File: src/rtl/i2c_cfg_arbiter.sv
// Round-robin arbiter sharing one I2C byte-write controller
// among NREQ config masters, with NACK retry and END timeout.
module i2c_cfg_arbiter #(
  parameter int NREQ      = 2,
  parameter int MAX_RETRY = 3,
  parameter int TIMEOUT   = 65535
) (
  input  logic                 clk,
  input  logic                 rst,
  input  logic [NREQ-1:0]      req,
  input  logic [24*NREQ-1:0]   req_data,
  output logic [NREQ-1:0]      grant,
  output logic [NREQ-1:0]      done,
  output logic                 fail,
  output logic [23:0]          i2c_data,
  output logic                 i2c_go,
  input  logic                 i2c_end,
  input  logic                 i2c_ack,
  output logic                 busy
);

  localparam int PW = (NREQ > 1) ? $clog2(NREQ) : 1;
  localparam logic [15:0] TMO_LAST = 16'(TIMEOUT - 1);
  localparam logic [3:0]  RMAX     = 4'(MAX_RETRY);

  typedef enum logic [2:0] {
    S_IDLE,
    S_ISSUE,
    S_WAIT,
    S_CLEAR,
    S_FINISH
  } state_t;

  state_t        state;
  logic [PW-1:0] ptr;
  logic [PW-1:0] idx;
  logic [PW-1:0] pick;
  logic [PW-1:0] cand;
  logic [PW-1:0] nxt;
  logic          found;
  logic [23:0]   sel;
  logic [3:0]    retry;
  logic [15:0]   timer;
  logic          nack;
  logic          tmo;

  // First requester at or after ptr, wrapping past NREQ-1
  always_comb begin
    found = 1'b0;
    pick  = '0;
    cand  = '0;
    for (int k = 0; k < NREQ; k++) begin
      if (int'(ptr) + k >= NREQ)
        cand = PW'(int'(ptr) + k - NREQ);
      else
        cand = PW'(int'(ptr) + k);
      if (!found && req[cand]) begin
        found = 1'b1;
        pick  = cand;
      end
    end
  end

  // Frame of the picked requester
  always_comb begin
    sel = '0;
    for (int i = 0; i < NREQ; i++) begin
      if (pick == PW'(i))
        sel = req_data[24*i +: 24];
    end
  end

  // Pointer moves just past the requester that was served
  always_comb begin
    if (int'(idx) == NREQ - 1)
      nxt = '0;
    else
      nxt = idx + 1'b1;
  end

  assign busy = (state != S_IDLE);

  // Arbitration / transfer FSM with registered outputs
  always_ff @(posedge clk) begin
    if (rst) begin
      state    <= S_IDLE;
      grant    <= '0;
      done     <= '0;
      fail     <= 1'b0;
      i2c_go   <= 1'b0;
      i2c_data <= '0;
      ptr      <= '0;
      idx      <= '0;
      retry    <= '0;
      timer    <= '0;
      nack     <= 1'b0;
      tmo      <= 1'b0;
    end else begin
      done <= '0;
      fail <= 1'b0;
      unique case (state)
        S_IDLE: begin
          if (found) begin
            grant    <= NREQ'(1) << pick;
            idx      <= pick;
            i2c_data <= sel;
            retry    <= '0;
            nack     <= 1'b0;
            tmo      <= 1'b0;
            state    <= S_ISSUE;
          end
        end
        S_ISSUE: begin
          i2c_go <= 1'b1;
          timer  <= '0;
          state  <= S_WAIT;
        end
        S_WAIT: begin
          timer <= timer + 16'd1;
          if (i2c_end) begin
            i2c_go <= 1'b0;
            nack   <= i2c_ack;
            state  <= S_CLEAR;
          end else if (timer == TMO_LAST) begin
            i2c_go <= 1'b0;
            tmo    <= 1'b1;
            state  <= S_CLEAR;
          end
        end
        S_CLEAR: begin
          if (!i2c_end) begin
            if (tmo) begin
              done  <= grant;
              fail  <= 1'b1;
              state <= S_FINISH;
            end else if (nack && retry < RMAX) begin
              retry <= retry + 4'd1;
              state <= S_ISSUE;
            end else begin
              done  <= grant;
              fail  <= nack;
              state <= S_FINISH;
            end
          end
        end
        S_FINISH: begin
          grant <= '0;
          ptr   <= nxt;
          state <= S_IDLE;
        end
        default: state <= S_IDLE;
      endcase
    end
  end

endmodule

File: config.mk
export PLATFORM = sky130hd
export DESIGN_NAME = i2c_cfg_arbiter
export DESIGN_NICKNAME = d
export VERILOG_FILES = /design/src/rtl/i2c_cfg_arbiter.sv
export SDC_FILE = /design/constraint.sdc
export NUM_CORES = 1
export LEC_CHECK = 0
export ABC_AREA = 1
export BUFFER_PORTS_ARGS = -buffer_cell sky130_fd_sc_hd__buf_4
export CORE_UTILIZATION = 53
export CTS_BUF_LIST = sky130_fd_sc_hd__clkbuf_8
export DETAILED_ROUTE_END_ITERATION = 8
export GPL_ROUTABILITY_DRIVEN = 0
export PLACE_DENSITY = 0.9
export SLEW_MARGIN = 40
export SYNTH_ARGS = -nofsm -noshare
export SYNTH_HDL_FRONTEND = slang
export SYNTH_SLANG_ARGS = --single-unit
File: constraint.sdc
create_clock -name clk -period 1.5 [get_ports clk]
set_input_delay 0.15 -clock clk [delete_from_list [all_inputs] [get_ports clk]]
set_output_delay 0.15 -clock clk [all_outputs]
set_load 0.05 [all_outputs]
Word-level counts from Yosys, hierarchy flattened
Cells that the tools add are included.
Widths: inputs -> output; s select.
Storage, ports and cells
  register bits: 57
  input bits: 54
  output and inout bits: 31
  logic and storage cells: 95
Cells by class
  add/subtract/negate cells: 6
  $lt $le $gt $ge: 5
  equality and inequality tests: 13
  shift operators: 1
  multiplexer cells: 40
  bitwise operators: 1
  reduce and logical (&&, ||, !) cells: 17
Operator list (count)
  $pmux 16 s2: 1
  $mux 24: 1
  $mux 1: 19
  $mux 3: 6
  $add 16x1->16 const B: 1
  $eq 16x16->1 const B: 1
  $mux 4: 4
  $ne 2x2->1 const B: 7
  $pmux 3 s4: 1
  $pmux 4 s2: 1
  $reduce_bool 2->1: 4
  $eq 3x2->1 const B: 2
  $mux 2: 3
  $pmux 1 s2: 3
  $reduce_and 2->1: 3
  $reduce_and 3->1: 2
  $reduce_and 5->1: 1
  $add 4x1->4 const B: 1
  $lt 1x2->1 const B: 2
  $lt 4x2->1 const B: 1
  $pmux 2 s2: 1
  $reduce_and 4->1: 1
  $eq 3x1->1 const B: 1
  $eq 3x3->1 const B: 1
  other kinds (13): 15

Depth between registers and ports, before layout
Gate-level depths: netlist of run 1.
  depth after elaboration: 11
  gate-level depth with buffers: 10
  mapped depth without buffers: 10

Worst setup path after synthesis of run 1
No wires, ideal clock.
  kind: reg2reg
  from: register state[2]
  to: register nack
  library setup time: 0.128 ns
  arrival time: 1.223 ns
  required time: 1.372 ns
  path slack: 0.149 ns
  stages on the path, launching flop included: 9
  buffers on the path: 1
  period minus slack after synthesis: 1.351 ns
  path through: dfxtp_1 > nor2_4 > nand2_4 > inv_2 > nand2_8 > buf_6 > o21ai_0 > o21ai_0 > nor2_1
On the way
  longest elaborated chain between the ends: 3
  elaborated cells on any way between the ends: 7
  those cells by class: 3 x eq/ne; 1 x mux; 3 x reduce/logical
RTL lines
  start: declaration: line 34  | state_t state;
  start signal: assignment: line 86  | state <= S_IDLE;
  start signal: assignment: line 110  | state <= S_ISSUE;
  start signal: assignment: line 116  | state <= S_WAIT;
  $eq 3x2->1 / $logic_not 3->1 (equally long branches): line 101  | unique case (state)
  $ne 2x2->1 (no line) / $reduce_bool 2->1 (equally long branches)
  $reduce_and 3->1 (no line)
  end signal: assignment: line 122  | nack <= i2c_ack;
  end: declaration: line 44  | logic nack;
Parallel ways exist; a longest one is shown, timed or not.
A chain may end at the register's enable or synchronous reset.

Worst setup path in the final report of run 1
  from: register timer[4]
  to: register state[1]
On the way
  longest elaborated chain between the ends: 3
RTL lines
  start: declaration: line 43  | logic [15:0] timer;
  start signal: assignment: line 119  | timer <= timer + 16'd1;
  $eq 16x16->1: line 124  | end else if (timer == TMO_LAST) begin
  $ne 3x3->1 (no line)
  $reduce_and 3->1 (no line)
  end signal: assignment: line 123  | state <= S_CLEAR;
  end signal: assignment: line 127  | state <= S_CLEAR;
  end signal: assignment: line 135  | state <= S_FINISH;
Every way passes these cells.

==> results_dict.tcl, run 1 <==
set metrics [dict create \
    status "finished, final reports clean" \
    die_area_mm2 0.00538 \
    yosysMostFrequentCell "nand2_1" \
    post-route-period-util_pct 97.6 \
    ioPinCount 85 \
    p_per_area_mw_per_mm2 1400 \
    drive_gt1_share_pct 29.6 \
    clock-sinks 57 \
    netlist_top_cells_area "dfxtp_1 42%, nand2_1 18%, a31oi_1 5.6%" \
    grt_first_pass_wirelength_um 11700 \
    final_cells 554 \
    synth-seq-cells 57 \
    crit_fanout 4 \
    cts_inserted_buffers 9 \
    max_stage_delay_ps 390 \
    r2r_start "timer[4]" \
    die_y_um 73.4 \
    postCtsHoldBufs 0 \
    wl_per_cell_um 14.3 \
    synth_area_leader_cell "dfxtp_1" \
    drv_cap 0 \
    slowest_stage "dfxtp_1" \
    antenna_found_initial 0 \
    synth-main-ff-cell "dfxtp_1" \
    finalHoldViolCount 0 \
    yosysTopAreaCellShare_pct 42.3 \
    die_width_um 73.4 \
    cts_root_buf "clkbuf_8" \
    worstPathRequired_ps 1720 \
    cts_tree "done" \
    grt_max_degree 36 \
    worstPathArrival_ps 1690 \
    finalSetupTns_ps 0 \
    coreArea_mm2 0.00482 \
    r2r_cells 7 \
    syn-num-nets 438 \
    final.setup_skew_ps 9.24 \
    ctsLongestPathBuffers 2 \
    drt_pass1_iterations 6 \
    final-seq-area_mm2 0.00114 \
    cp_cell_sequence "nand2_1, nor2_4, nand4_1, nand2_1, nand2_1, o21ai_0, inv_1" \
    ff2ff_setup_slack_ps 40 \
    cp_common_cell "nand2_1" \
    maxSlewViolCount 0 \
    hold_depth 3 \
    grt_overflow 0 \
    hp-start "req_data[18]" \
    slew_headroom_pct 71.3 \
    clkTransAtPathRegs_ps 70 \
    timing.fmax_mhz 683 \
    ys_top_cells_by_count "127 x nand2_1, 57 x dfxtp_1, 37 x inv_1" \
    fillCellCount 358 \
    crit_path_end_kind "register" \
    antenna_cells 0 \
    async_flop_share_pct 0 \
    dp.cells 527 \
    setup_violations 0 \
    final_nets 539 \
    fin_crit_ps 1460 \
    holdPathEnd "i2c_data[18]" \
    detail-route-antenna-nets 0 \
    area_growth_pct 37.2 \
    synthesis.area_mm2 0.00270 \
    grt_pass1_vias 2653 \
    wl_um 7940 \
    clk_latency_ps 330 \
    synth_cells 381 \
    synth_edf_count 0 \
    crit_path_start_kind "register" \
    dpl.hpwl_um 5110 \
    max_slew.worst_pin.slew_ps 428 \
    hp-class "input port to register" \
    drtIter0Drc 292 \
    rows 25 \
    critical_path.startpoint "timer[4]" \
    port_buffers 84 \
    grt_usage_pct 28.4 \
    drc_errors 0 \
    grt_setup_unrepaired "yes" \
    yosysSeqAreaShare_pct 42.3 \
    vias_per_cell 5.43 \
    r2r_end "state[1]" \
    multi_input_area_mm2 0.00138 \
    timing_worst_setup_path_type "register to register" \
    initial_core_util_pct 56.0 \
    num_vias 3010 \
    yosysUniqueCellTypes 34 \
    htreeDepth 3 \
    ir_drop_uv 966 \
    p_leak_nw 1.57 \
    yosys_warnings 0 \
    post_synth.cell_area_avg_um2 7.08 \
]
-- per-layer routing --
metal / vias to the layer above / global-route usage [%] / wire, um
li1: 1446 / - / -
met1: 1347 / 35.0 / 3090
met2: 190 / 46.2 / 4010
met3: 27 / 6.72 / 641
met4: 0 / 15.0 / 204
met5: - / 0 / 0
-- worst max-delay path, delay by kind of cell, from the launching register on --
kind            cells  cell delay, ps
simple gates        5             720
compound gates      1             180
flops               1             390
buf+inv             1              60
-- worst max path at each step --
stage                       end  slack [ps]  cells after the start
floorplan                  nack         150                      8
detailed placement  i2c_data[5]           2                      7
global placement       state[1]          50                      7
finish                 state[1]          40                      7
CTS                 i2c_data[5]          -3                      7
global route                idx         -40                      7
-- cells in the final DEF, fill, tap and decap left out, types with 2 or more instances in the layout --
cell type,n
dfxtp_1,54
buf_4,100
inv_2,5
clkinv_2,3
clkbuf_8,11
ha_1,3
a21oi_1,14
nor2_4,8
nor2_2,3
nand4_1,3
nand2_1,124
nand3_1,14
dfxtp_2,3
nand2_2,3
a31oi_1,24
inv_1,38
a22oi_1,2
nor3_1,9
a211oi_1,2
nor2_8,2
nor2_1,29
o21ai_1,4
o21ai_0,16
-- metrics by stage --
stage | power (mW) | utilization [%] | worst slack, ps | instance area [um2] | hold WS [ps]
floorplan | 3.18 | - | 149 | 2700 | 307
global placement | 3.65 | 70.2 | 46.5 | 3380 | 407
detailed placement | 3.68 | 70.2 | 2.45 | 3380 | 420
CTS | 4.96 | 74.0 | -3.22 | 3560 | 73.9
global route | 5.42 | 76.9 | -35.1 | 3700 | 72.9
finish | 5.18 | 76.9 | 36.7 | 3700 | 74.7
-- report_power, final --
part | total, mW | internal, mW | switching, mW
Combinational | 2.07 | 0.698 | 1.37
Clock | 1.26 | 0.668 | 0.592
Sequential | 1.85 | 1.71 | 0.143
-- flip-flops by register name (all words and copies together), names as in the netlist --
register	count
ptr	1
done	2
grant	2
timer	16
i2c_go	1
state	3
tmo	1
nack	1
retry	4
idx	1
i2c_data	24
fail	1
-- cell families (layout without fill, tap and decap cells) --
group	after synthesis	in the layout	synth area share, %
and+or+nand+nor	200	203	32.9
AOI/OAI and AO/OA	65	65	13.9
DFF	57	57	42.3
buffers and inverters	56	159	9.60
adders and majority gates	3	3	1.39
-- repair_timing --
item                                    4_1_cts  5_1_grt
resized for setup                             0       20
pin swaps                                     1        4
buffers inserted                              0        8
cloned                                        1        2
endpoints found under the setup margin        1       46
-- area by class of cell --
type                            instances  area share (%)
Sequential cell                        57            30.9
Tap cell                               67            2.26
Inverter                               42            4.26
Clock inverter                          5           0.608
Multi-Input combinational cell        271            37.3
Timing Repair Buffer                  101            20.6
Clock buffer                           11            4.09
Power figures use the tool's default switching activity.
==> run 2: changes to the inputs <==
==> constraint.sdc (replaced) <==
create_clock -name clk -period 1.6 [get_ports clk]
set_input_delay 0.16 -clock clk [delete_from_list [all_inputs] [get_ports clk]]
set_output_delay 0.16 -clock clk [all_outputs]
set_load 0.05 [all_outputs]
==> run 2 against run 1 <==
  * Clock power up 32%
  * Critical endpoint is now timer[9]
  * First-iteration DRC count down 3.4%
  * Largest cell class unchanged
  * Sequential power down 7%
==> results_dict.tcl, run 2 (synthesis results as in run 1) <==
set metrics [dict create \
    status "finished, final reports clean" \
    vias_per_cell 5.28 \
    dp_slack_ps 134 \
    crit_path_end_kind "register" \
    timing.fmax_mhz 661 \
    maxSlewViolCount 0 \
    antenna_cells 0 \
    die_width_um 73.4 \
    cp_cell_sequence "nor2_4, nand2_1, buf_4, nor2_4, nand3_1, o21ai_0, nor2_1" \
    post-route-period-util_pct 94.5 \
    finalHoldViolCount 0 \
    grt_overflow 0 \
    total_power_mw 5.14 \
    initial_core_util_pct 56.0 \
    ioPinCount 85 \
    whs_ps 73.7 \
    clkTransAtPathRegs_ps 70 \
    placed_area_mm2 0.00339 \
    grt_first_pass_wirelength_um 11600 \
    slew_headroom_pct 74.2 \
    cts_root_buf "clkbuf_8" \
    final-seq-area_mm2 0.00114 \
    slowest_stage "dfxtp_1" \
    wl_per_cell_um 13.3 \
    fillCellCount 352 \
    max_stage_delay_ps 380 \
    timing_worst_setup_path_type "register to register" \
    drt_pass1_iterations 5 \
    htreeDepth 3 \
    max_slew.worst_pin.slew_ps 387 \
    p_per_area_mw_per_mm2 1410 \
    drtIter0Drc 282 \
    final_cell_mix "127 x nand2_1, 93 x buf_4, 57 x dfxtp_1, 38 x inv_1, 34 x nor2_1" \
    cts_inserted_buffers 9 \
    drive_gt1_share_pct 26.0 \
    setup_violations 0 \
    worstPathRequired_ps 1830 \
    final_util_pct 75.6 \
    cts_tree "done" \
    grt_usage_pct 28.4 \
    grt_max_degree 36 \
    hp-class "input port to register" \
    detail-route-antenna-nets 0 \
    layout_commonest_cell "nand2_1" \
    finalSetupTns_ps 0 \
    ctsLongestPathBuffers 2 \
    fin_crit_ps 1510 \
    final.setup_skew_ps 10.5 \
    cp_common_cell "nor2_4" \
    area_growth_pct 34.9 \
    final_nets 529 \
    wl_um 7240 \
    dp.cells 528 \
    ir_drop_uv 808 \
    num_vias 2873 \
    crit_fanout 6 \
    crit_path_start_kind "register" \
    port_buffers 84 \
    worst_slack_ps 87.9 \
    r2r_cells 7 \
    drv_cap 0 \
    dpl.hpwl_um 5000 \
    multi_input_area_mm2 0.00130 \
    antenna_found_initial 0 \
    rows 25 \
    postCtsHoldBufs 0 \
    drc_errors 0 \
    largest_register_ffs 24 \
    worstPathArrival_ps 1740 \
    path_delay_family "simple AND/OR/NAND/NOR gates" \
    clock-sinks 57 \
    coreArea_mm2 0.00482 \
    crit_buf_inv 1 \
    top_regs "i2c_data x24, timer x16, retry x4" \
    die_y_um 73.4 \
    cp.depth 7 \
    grt_pass1_vias 2657 \
    die_area_mm2 0.00538 \
    p_leak_nw 1.55 \
    hold_depth 3 \
    fin_area_mm2 0.00364 \
    final_cells 544 \
    clk_latency_ps 340 \
    largest_register "i2c_data" \
]
run 2: changes by cell type in the layout (fill, tap and decap cells not counted), moves of 3 or more:
cell and change:
dfxtp_1 +3, dfxtp_2 -3, nor2_1 +5, nand2_2 -3, nor2_4 -6, nand2_1 +3, bufinv_16 +3, buf_4 -7
run 2: final timing paths:
check / start / slack [ps] / to
setup reg to reg: state[2] / 90 / timer[9]
setup / recovery: state[2] / 90 / timer[9]
hold / removal: req_data[20] / 70 / i2c_data[20]
hold reg to reg: i2c_go / 460 / i2c_go
run 2: routing by layer:
layer  wire length, um  track usage [%]  up-vias
li1                  -                -     1419
met1              2910             34.3     1282
met2              3470             46.1      148
met3               661             9.88       24
met4               203             12.0        0
met5                 0                0        -
run 2: worst register-to-register path, stage by stage, from the launching register on:
cell and delay [ps]:
dfxtp_1 380, nor2_4 160, nand2_1 170, buf_4 220
nor2_4 150, nand3_1 100, o21ai_0 170, nor2_1 60
run 2: repair_timing:
item,CTS,global route
setup buffers,0,0
setup endpoints to repair,0,2
endpoints found under the hold margin,0,0
gates resized for setup,0,2
run 2: power by group:
group / leakage, nW / switching (mW) / internal [mW]
combinational: 0.958 / 1.18 / 0.573
sequential: 0.465 / 0.123 / 1.60
clock: 0.124 / 0.591 / 1.07
run 2: area by class of cell:
type / count / area share [%]
multi-input cells: 268 / 35.8
clock inverters: 6 / 2.92
flip-flops and latches: 57 / 31.4
repair buffers: 94 / 19.5
well taps: 67 / 2.30
clock buffers: 10 / 3.78
inverters: 42 / 4.33
==> run 3: changes to the inputs <==
--- a/config.mk
+++ b/config.mk
@@ -7,11 +7,14 @@
 export LEC_CHECK = 0
 export ABC_AREA = 1
 export BUFFER_PORTS_ARGS = -buffer_cell sky130_fd_sc_hd__buf_4
-export CORE_UTILIZATION = 53
+export CELL_PAD_IN_SITES_DETAIL_PLACEMENT = 2
+export CELL_PAD_IN_SITES_GLOBAL_PLACEMENT = 2
+export CORE_UTILIZATION = 28
 export CTS_BUF_LIST = sky130_fd_sc_hd__clkbuf_8
 export DETAILED_ROUTE_END_ITERATION = 8
 export GPL_ROUTABILITY_DRIVEN = 0
-export PLACE_DENSITY = 0.9
+export GPL_TIMING_DRIVEN = 0
+export PLACE_DENSITY = 0.89
 export SLEW_MARGIN = 40
 export SYNTH_ARGS = -nofsm -noshare
 export SYNTH_HDL_FRONTEND = slang
==> run 3 against run 2 <==
  * Global-route usage fell by 6.7 points
  * Clock skew grew 3.5 ps
  * Clock-buffer cell count fell by 1
  * Via count increased by 5.6%
  * Clock power fell by 16%
  * Power down 1.3%
  * Non-clock buffer count is 5 higher
  * Final area up 3.2%
  * First-iteration DRC count shrank 75%
  * Critical endpoint is now i2c_data[3]
  * Highest routed layer unchanged
==> results_dict.tcl, run 3 (synthesis results as in run 1) <==
set metrics [dict create \
    cts_inserted_buffers 9 \
    fin_crit_ps 1560 \
    hp-start "req_data[16]" \
    total_power_mw 5.07 \
    fin_area_mm2 0.00376 \
    crit_path_end_kind "register" \
    rows 35 \
    whs_ps 73.3 \
    final_nets 534 \
    timing_worst_setup_path_type "register to register" \
    placed_area_mm2 0.00348 \
    worstPathRequired_ps 1850 \
    grt_pass1_vias 3350 \
    area_growth_pct 39.2 \
    ir_drop_uv 584 \
    final_cells 611 \
    vias_per_cell 4.97 \
    ff2ff_setup_slack_ps 40 \
    num_vias 3035 \
    p_leak_nw 1.54 \
    die_width_um 100 \
    drt_pass1_iterations 4 \
    wl_um 10900 \
    max_stage_delay_ps 460 \
    status "finished, final reports clean" \
    htreeDepth 3 \
    maxSlewViolCount 0 \
    timing.fmax_mhz 641 \
    dpl.hpwl_um 7690 \
    largest_register "i2c_data" \
    ctsLongestPathBuffers 2 \
    slowest_stage "dfxtp_1" \
    dp.cells 593 \
    layout_commonest_cell "nand2_1" \
    clock-sinks 57 \
    r2r_end "i2c_data[3]" \
    drv_cap 0 \
    top_regs "i2c_data x24, timer x16, retry x4" \
    cts_tree "done" \
    cts_root_buf "clkbuf_8" \
    ioPinCount 85 \
    coreArea_mm2 0.00928 \
    slew_headroom_pct 56.6 \
    grt_max_degree 12 \
    antenna_found_initial 0 \
    clkTransAtPathRegs_ps 80 \
    r2r_cells 8 \
    die_y_um 100 \
    initial_core_util_pct 29.1 \
    grt_usage_pct 21.8 \
    crit_path_start_kind "register" \
    holdPathEnd "i2c_data[16]" \
    largest_register_ffs 24 \
    wl_per_cell_um 17.8 \
    clk_latency_ps 350 \
    finalHoldViolCount 0 \
    p_per_area_mw_per_mm2 1350 \
    die_area_mm2 0.0100 \
    port_buffers 83 \
    multi_input_area_mm2 0.00136 \
    grt_overflow 0 \
    drc_errors 0 \
    worst_slack_ps 40.6 \
    worstPathArrival_ps 1810 \
    hp-class "input port to register" \
    postCtsHoldBufs 0 \
    cp_cell_sequence "inv_2, nand2_4, inv_2, nand2_8, buf_6, buf_6, nand2_1, a31oi_1" \
    crit_fanout 10 \
    final-seq-area_mm2 0.00114 \
    final.setup_skew_ps 14.0 \
    dp_slack_ps -19.2 \
    max_slew.worst_pin.slew_ps 651 \
    drive_gt1_share_pct 28.8 \
    hold_depth 3 \
    final_util_pct 40.5 \
    finalSetupTns_ps 0 \
    grt_first_pass_wirelength_um 16700 \
    antenna_cells 0 \
    fillCellCount 1110 \
    r2r_start "state[1]" \
    final_cell_mix "124 x nand2_1, 87 x buf_4, 55 x dfxtp_1, 37 x inv_1, 27 x nor2_1" \
    post-route-period-util_pct 97.5 \
    drtIter0Drc 70 \
    setup_violations 0 \
    detail-route-antenna-nets 0 \
]
## run 3: cell count changes in the layout (fill, tap and decap cells not counted), sizes merged
cell | previous run | this run
clkinv | 2 | 5
clkbuf | 10 | 13
bufinv | 3 | 1
buf | 94 | 95
## run 3: worst max-delay path by stage
stage             start          end  cells past startpoint
5_1_grt        state[2]     state[1]                      7
6_report       state[1]  i2c_data[3]                      8
2_1_floorplan  state[2]         nack                      8
3_3_place_gp   state[0]     timer[6]                      7
3_5_place_dp   state[0]     timer[6]                      7
4_1_cts        timer[5]     state[1]                      7
## run 3: critical path, delay by kind of cell (launching register included)
family	cells	cell delay [ps]
flip-flops	1	460
buffers and inverters	4	490
AND/OR/NAND/NOR	3	300
AO/OA/AOI/OAI	1	210
## run 3: power by group
part	switching (mW)	internal, mW
Combinational	1.32	0.627
Sequential	0.134	1.60
Clock	0.673	0.719
## run 3: area by class of cell
type,count,area share [%]
well taps,129,4.30
plain buffers,14,2.86
clock inverters,7,1.86
multi-input cells,268,36.1
repair buffers,85,17.0
clock buffers,9,3.30
inverters,42,4.20
flip-flops and latches,57,30.4
## run 3: repair_timing
action / 4_1_cts / 5_1_grt
pin swaps: 0 / 1
endpoints found under the setup margin: 2 / 19
gates resized for setup: 2 / 23
setup buffers: 0 / 2
## run 3: layer usage
metal / GRT usage (%) / vias to the layer above / routed length, um
met5: 0 / - / 0
met4: 6.91 / 0 / 173
met3: 5.57 / 12 / 531
met2: 40.3 / 71 / 5850
met1: 24.2 / 1527 / 4310
li1: - / 1425 / -
